## config.mk

```make
export PLATFORM = sky130hd
export DESIGN_NAME = hzrd
export DESIGN_NICKNAME = d
export VERILOG_FILES = /design/src/rtl/pipe_pkg.sv /design/src/rtl/hzrd_match.sv /design/src/rtl/hzrd.sv
export SDC_FILE = /design/constraint.sdc
export NUM_CORES = 1
export LEC_CHECK = 0
export CORE_MARGIN = 5
export CORE_UTILIZATION = 65
export DETAILED_ROUTE_END_ITERATION = 12
export DONT_BUFFER_PORTS = 1
export HOLD_SLACK_MARGIN = 0.15
export PLACE_DENSITY = 0.85
export SYNTH_ARGS = -nofsm -noshare
export SYNTH_HDL_FRONTEND = slang
export SYNTH_HIERARCHICAL = 1
export SYNTH_SLANG_ARGS = --single-unit
```

## constraint.sdc

```tcl
create_clock -name i_clk -period 4.5 [get_ports i_clk]
set_input_delay 0.9 -clock i_clk [delete_from_list [all_inputs] [get_ports i_clk]]
set_output_delay 0.9 -clock i_clk [all_outputs]
set_load 0.005 [all_outputs]
```

## src/rtl/pipe_pkg.sv

```systemverilog
// pipe_pkg: shared pipeline definitions for the hazard unit.
//   REG_AW     register-index width (32 architectural registers)
//   hz_stage_t per-stage shadow record: valid, destination rd, writes-rd, is-load
//   HZ_BUBBLE  shadow record of an empty (NOP) stage
package pipe_pkg;

    localparam int REG_AW = 5;

    typedef struct packed {
        logic              valid;
        logic [REG_AW-1:0] rd;
        logic              wen;
        logic              load;
    } hz_stage_t;

    localparam hz_stage_t HZ_BUBBLE = '0;

endpackage

```

## src/rtl/hzrd_match.sv

```systemverilog
// hzrd_match: per-operand dependency check of one ID source register against
// the EX and MEM shadow records.
//   src, use_src, id_valid : ID source index, operand-used flag, ID occupancy
//   ex, mem                : shadow records of the EX and MEM stages
//   frwd_alu               : take operand from the EX ALU result
//   frwd_mem_alu           : take operand from the MEM-stage ALU result
//   frwd_mem               : take operand from memory read data
//   load_use               : producer is a load still in EX (cannot forward)
module hzrd_match import pipe_pkg::*; (
    input  logic [REG_AW-1:0] src,
    input  logic              use_src,
    input  logic              id_valid,
    input  hz_stage_t         ex,
    input  hz_stage_t         mem,
    output logic              frwd_alu,
    output logic              frwd_mem_alu,
    output logic              frwd_mem,
    output logic              load_use
);

    logic src_live;
    logic ex_hit;
    logic mem_hit;

    // x0 is hard-wired zero, so a write to it is never a real dependency.
    assign src_live = id_valid & use_src & (src != '0);
    assign ex_hit   = src_live & ex.valid  & ex.wen  & (ex.rd  == src);
    assign mem_hit  = src_live & mem.valid & mem.wen & (mem.rd == src);

    // The younger producer (EX) shadows MEM; an EX load hit blocks MEM
    // forwarding too, since MEM would hold a stale value.
    assign frwd_alu     = ex_hit & ~ex.load;
    assign load_use     = ex_hit &  ex.load;
    assign frwd_mem     = ~ex_hit & mem_hit &  mem.load;
    assign frwd_mem_alu = ~ex_hit & mem_hit & ~mem.load;

endmodule

```

## src/rtl/hzrd.sv

```systemverilog
// hzrd: hazard detection unit for the 5-stage RV32I pipeline.
// Tracks EX/MEM destination registers in a shadow scoreboard and, for the
// instruction in ID, drives operand forward selects, load-use stall/bubble
// and redirect flush.
//   i_clk, i_rst              clock, async active-high reset
//   i_id_*                    ID-stage instruction decode info
//   i_redirect                taken branch/jump resolved in EX
//   i_mem_busy                data memory not ready (global freeze)
//   o_frwd_*_op1/op2          per-operand forward selects (one-hot or zero)
//   o_stall / o_bubble        hold PC+IF/ID / insert NOP into ID/EX
//   o_flush                   invalidate IF/ID (wrong-path instruction)
// LOAD_USE_CYC is the number of load-use stall cycles, legal range 1..3.
// REG_AW must match pipe_pkg::REG_AW (the shadow record width).
module hzrd #(
    parameter int REG_AW       = 5,
    parameter int LOAD_USE_CYC = 1
) (
    input  logic              i_clk,
    input  logic              i_rst,
    input  logic              i_id_valid,
    input  logic [REG_AW-1:0] i_id_rs1,
    input  logic [REG_AW-1:0] i_id_rs2,
    input  logic              i_id_use_rs1,
    input  logic              i_id_use_rs2,
    input  logic [REG_AW-1:0] i_id_rd,
    input  logic              i_id_wen,
    input  logic              i_id_load,
    input  logic              i_redirect,
    input  logic              i_mem_busy,
    output logic              o_frwd_alu_op1,
    output logic              o_frwd_mem_alu_op1,
    output logic              o_frwd_mem_op1,
    output logic              o_frwd_alu_op2,
    output logic              o_frwd_mem_alu_op2,
    output logic              o_frwd_mem_op2,
    output logic              o_stall,
    output logic              o_bubble,
    output logic              o_flush
);

    localparam int               LUC_W    = $clog2(LOAD_USE_CYC + 1);
    localparam logic [LUC_W-1:0] LUC_INIT = LUC_W'(LOAD_USE_CYC - 1);

    pipe_pkg::hz_stage_t ex_q;
    pipe_pkg::hz_stage_t mem_q;
    pipe_pkg::hz_stage_t id_info;
    logic [LUC_W-1:0]    luc_q;
    logic                live_q;   // low in reset and the first cycle after release

    logic f1_alu, f1_mem_alu, f1_mem, lu1;
    logic f2_alu, f2_mem_alu, f2_mem, lu2;
    logic lu_raw, luc_busy, hold_c;
    logic stall_c, bubble_c, flush_c;

    assign id_info = '{valid: 1'b1, rd: i_id_rd, wen: i_id_wen, load: i_id_load};

    hzrd_match u_match_rs1 (
        .src          (i_id_rs1),
        .use_src      (i_id_use_rs1),
        .id_valid     (i_id_valid),
        .ex           (ex_q),
        .mem          (mem_q),
        .frwd_alu     (f1_alu),
        .frwd_mem_alu (f1_mem_alu),
        .frwd_mem     (f1_mem),
        .load_use     (lu1)
    );

    hzrd_match u_match_rs2 (
        .src          (i_id_rs2),
        .use_src      (i_id_use_rs2),
        .id_valid     (i_id_valid),
        .ex           (ex_q),
        .mem          (mem_q),
        .frwd_alu     (f2_alu),
        .frwd_mem_alu (f2_mem_alu),
        .frwd_mem     (f2_mem),
        .load_use     (lu2)
    );

    assign lu_raw   = lu1 | lu2;
    assign luc_busy = (luc_q != '0);
    assign hold_c   = lu_raw | luc_busy;

    // Freeze beats redirect; redirect beats a load-use hold so the PC can
    // take the branch target.
    always_comb begin
        stall_c  = 1'b0;
        bubble_c = 1'b0;
        flush_c  = 1'b0;
        if (i_mem_busy) begin
            stall_c = 1'b1;
        end else if (i_redirect) begin
            bubble_c = 1'b1;
            flush_c  = 1'b1;
        end else begin
            stall_c  = hold_c;
            bubble_c = hold_c;
        end
    end

    always_ff @(posedge i_clk or posedge i_rst) begin
        if (i_rst) begin
            ex_q   <= pipe_pkg::HZ_BUBBLE;
            mem_q  <= pipe_pkg::HZ_BUBBLE;
            luc_q  <= '0;
            live_q <= 1'b0;
        end else begin
            live_q <= 1'b1;
            if (!i_mem_busy) begin
                mem_q <= ex_q;
                if (bubble_c || !i_id_valid) begin
                    ex_q <= pipe_pkg::HZ_BUBBLE;
                end else begin
                    ex_q <= id_info;
                end
                if (i_redirect) begin
                    luc_q <= '0;
                end else if (luc_busy) begin
                    luc_q <= luc_q - LUC_W'(1);
                end else if (lu_raw) begin
                    luc_q <= LUC_INIT;
                end
            end
        end
    end

    // Extra load-use cycles leave the load in WB; the register file then
    // supplies the operand, so forwarding is suppressed while counting.
    assign o_frwd_alu_op1     = live_q & ~luc_busy & f1_alu;
    assign o_frwd_mem_alu_op1 = live_q & ~luc_busy & f1_mem_alu;
    assign o_frwd_mem_op1     = live_q & ~luc_busy & f1_mem;
    assign o_frwd_alu_op2     = live_q & ~luc_busy & f2_alu;
    assign o_frwd_mem_alu_op2 = live_q & ~luc_busy & f2_mem_alu;
    assign o_frwd_mem_op2     = live_q & ~luc_busy & f2_mem;
    assign o_stall            = live_q & stall_c;
    assign o_bubble           = live_q & bubble_c;
    assign o_flush            = live_q & flush_c;

endmodule

```

## Yosys cells after proc, flatten, opt, wreduce, memory -nomap -nowiden

Cells that the tools add are included.

- Eq/ne operators: 4
- Bitwise gates (word level): 43
- Add/subtract/negate cells: 1
- Reduce and logical (&&, ||, !) cells: 4
- Multiplexer cells: 9

Operator list:

| kind | count |
|---|---|
| $and A1 B1 Y1 | 36 |
| $eq A5 B5 Y1 | 4 |
| $reduce_bool A5 Y1 | 2 |
| $mux W1 | 8 |
| $mux W8 | 1 |
| $not A1 Y1 | 5 |
| $or A1 B1 Y1 | 2 |
| $logic_not A1 Y1 | 1 |
| $logic_or A1 B1 Y1 | 1 |
| $sub A1 B1 Y1 const B | 1 |

- Logic and storage cells: 71
- Input bits: 24
- Output and inout port bits: 9
- Bits in registers: 18

## Depth between registers and ports, before layout

- Depth after elaboration: 12
- Gate-level depth with buffers: 6
- Mapped depth without buffers: 6

## By module

Netlist, hierarchy kept.

Modules (own cells, without submodules):

| module | cells each | sequential area each (um2) | area each (um2) | instances |
|---|---|---|---|---|
| hzrd | 50 | 425.4 | 716.9 | 1 |
| hzrd_match | 22 | 0.0 | 178.9 | 2 |

## Worst setup path before layout

No wires, ideal clock.

- Kind: input -> output
- Start: input i_id_rs2[3]
- End: output o_bubble
- Path buffers: 0
- Slack: 1343 ps
- Required time: 3600 ps
- Data arrival time: 2257 ps
- Stages: 6
- Cell sequence: or4_4 o211ai_2 nor3_2 and2_1 nor3_4 nor3b_1

- Longest elaborated chain between the ends: 11
- Elaborated cells on any way between the ends: 12
- Classes of those cells: eq/ne (1); mux (2); bitwise (8); reduce/logical (1)

Ends and longest elaborated chain:

| item | line | source |
|---|---|---|
| from (decl) | hzrd.sv:22 | `input logic [REG_AW-1:0] i_id_rs2,` |
| $reduce_bool A5 Y1 | hzrd_match.sv:26 | `assign src_live = id_valid & use_src & (src != '0);` |
| $and A1 B1 Y1 | hzrd_match.sv:26 |  |
| $and A1 B1 Y1 (2 in a row) | hzrd_match.sv:27 | `assign ex_hit = src_live & ex.valid & ex.wen & (ex.rd == src);` |
| $and A1 B1 Y1 * | hzrd_match.sv:27 |  |
| $and A1 B1 Y1 * | hzrd_match.sv:33 | `assign load_use = ex_hit & ex.load;` |
| named net lu2 | hzrd.sv:51 | `logic f2_alu, f2_mem_alu, f2_mem, lu2;` |
| $or A1 B1 Y1 * | hzrd.sv:81 | `assign lu_raw = lu1 \| lu2;` |
| $or A1 B1 Y1 * | hzrd.sv:83 | `assign hold_c = lu_raw \| luc_busy;` |
| $mux W1 * | hzrd.sv:93 | `end else if (i_redirect) begin` |
| $mux W1 * | hzrd.sv:91 | `if (i_mem_busy) begin` |
| $and A1 B1 Y1 * | hzrd.sv:137 | `assign o_bubble = live_q & bubble_c;` |
| to (decl) | hzrd.sv:37 | `output logic o_bubble,` |

The timed path passes the listed nets; every way through them passes the cells marked *.

## Worst setup path after layout

Ends and elaborated chain as after synthesis.

==> out/metrics.yaml <==
cp_top_family: "simple AND/OR/NAND/NOR gates"
cp_slowest_cell: "or4_4"
tritoncts: "yes"
tns_ns: 0
synthSimpleGateAreaFrac_pct: 21.9
worst_setup_path_end_kind: "primary output"
grtUsageTotal_pct: 17.0
vias_per_cell: 6.68
core-area_um2: 1540
hold_violations: 0
clk-insertion-delay-late_ns: 0.27
first_pass_iters: 4
ys_warn_count: 6
synth_compound_area_share_pct: 11.3
cts_resized: 0
power_density_nw_per_um2: 268
hpwl_mm: 1.72
holdCritPathClass: "input port to async pin"
syn_inst: 94
crit_fanout: 9
globalplace.congestion: 0.795
dieArea_um2: 2570
path_clk_slew_ns: 0.09
antenna_left: 0
totalWireLength_mm: 2.08
clock.fmax_mhz: 306
initial_utilization_pct: 69.7
final_common_cell: "xnor2_1"
yosysUniqueCellTypes: 24
crit_type: "input port to primary output"
maxSlewHeadroom_pct: 59.7
drc_errors: 0
num_antenna_cells: 0
postCtsSetupBuffers: 0
synthAdderAreaFrac_pct: 0
grt_max_degree: 21
die_h_um: 50.7
r2r-start: "ex_q[2]"
die_w_um: 50.7
worst_setup_path_start_kind: "input port"
worst_pin_slew_ns: 0.603
area_growth_pct: 2.45
rr_worst_depth: 6
fin_skew_ns: 0.00332
antenna_found_initial: 0
port_buffers: 0
ys_seq_area_share_pct: 39.6
post_cts_hold_buffer_count: 0
r2r_end: "ex_q[5]"
synth_top_family_by_area: "simple AND/OR/NAND/NOR gates"
syn_area_per_cell_um2: 11.4
required_ns: 3.60
synthMuxAreaShare_pct: 8.38
leakagePower_nw: 0.409
status: "finished, final reports clean"
floorplan.rows: 14
drv_slew: 0
mostFrequentLayoutCells: "xnor2_1, dfrtp_1, mux2_2, and2_1, a32o_1"
synthXorXnorAreaFrac_pct: 16.3
setup_viol: 0
path_cells: "or4_4, o211ai_2, nor3_2, and2_1, nor3_4, nor3b_1"
drive_gt1_share_pct: 21.1
fin_nets: 120
reg2reg_slack_ns: 2.78
cts_root_buffer: "clkbuf_4"
h-tree-depth: 1
maxCapViolCount: 0
grt_pass1_vias: 768
grt_overflow: 0
vias: 741
ir_drop_uv: 241
cp.arrival_ns: 2.37
dpl_cell_area_um2: 1070
drtIter0Drc: 12
fin_crit_sh_pct: 72.7
fin_crit_ns: 3.27
route.detailed.wl_per_inst_um: 18.8
netlist_area_um2: 1070
io_pins: 33
rsz0062_at_grt: "false"
numClockSinks: 17
ys_seq_elements: 17
numCtsBuffers: 3
critPathMaxStageDelay_ns: 0.51
cts_max_path_buffers: 2
syn_nets: 118
grt_pass1_wl_mm: 3.45
nFillCells: 120
path_buf_inv: 0
design_area_um2: 1100
[registers in the layout (all words and copies together), names as in the netlist]
signal	cells
live_q	1
mem_q	8
ex_q	8
[cells by family after synthesis]
family	count (synthesis)
AND/OR/NAND/NOR	32
multiplexers	8
XOR/XNOR	20
buffers and inverters	4
other	1
AO/OA/AOI/OAI	12
flip-flops	17
[Yosys cell counts (all sizes together)]
library cell	instances	area, µm²
mux2	8	90.1
nand4	6	37.5
nor3	3	36.3
buf	2	16.3
and2	8	50.1
clkbuf	1	3.75
a22o	1	8.76
a32o	7	70.1
o211ai	2	25.0
nor2b	3	18.8
o21a	1	7.51
inv	1	3.75
xnor2	20	175
o21ba	1	10.0
nand3	2	10.0
and3b	1	10.0
nor3b	1	7.51
dfrtp	17	425
or4	2	22.5
nand4b	2	17.5
conb	1	3.75
nor4	4	25.0
[metal layers]
metal,wire [µm],GRT usage [%]
met5,0,0
met4,9,6.38
met3,135,3.85
met2,992,26.9
met1,944,22.5
[power by group]
group | internal (mW) | total, mW | switching, mW
clock network | 0.0343 | 0.0749 | 0.0405
logic | 0.0266 | 0.0439 | 0.0172
registers | 0.163 | 0.177 | 0.0137
[worst max path at each step]
stage | slack [ns] | from | cells past startpoint | end
global route | 1.14 | i_id_rs2[3] | 6 | o_bubble
floorplan | 1.34 | i_id_rs2[3] | 6 | o_bubble
finish | 1.23 | i_id_rs2[3] | 6 | o_bubble
detailed placement | 1.21 | i_id_rs2[3] | 6 | o_bubble
global placement | 1.23 | i_id_rs2[3] | 6 | o_bubble
CTS | 1.21 | i_id_rs2[3] | 6 | o_bubble
[cell type report]
class | count | area (µm²) | area share (%)
Inverter | 1 | 3.75 | 0.341
Sequential cell | 17 | 425 | 38.6
Multi-Input combinational cell | 73 | 626 | 56.8
Tap cell | 16 | 20.0 | 1.82
Clock buffer | 4 | 26.3 | 2.39
[stage by stage]
stage	utilization (%)	hold WS, ns	worst slack [ns]	power [mW]	cells
finish	71.4	0.572	1.23	0.295	111
global route	71.4	0.594	1.14	0.316	111
CTS	71.4	0.577	1.21	0.299	111
detailed placement	69.7	0.557	1.21	0.224	107
global placement	69.7	0.553	1.23	0.221	107
floorplan	-	0.505	1.34	0.218	94
Power figures use the tool's default switching activity.
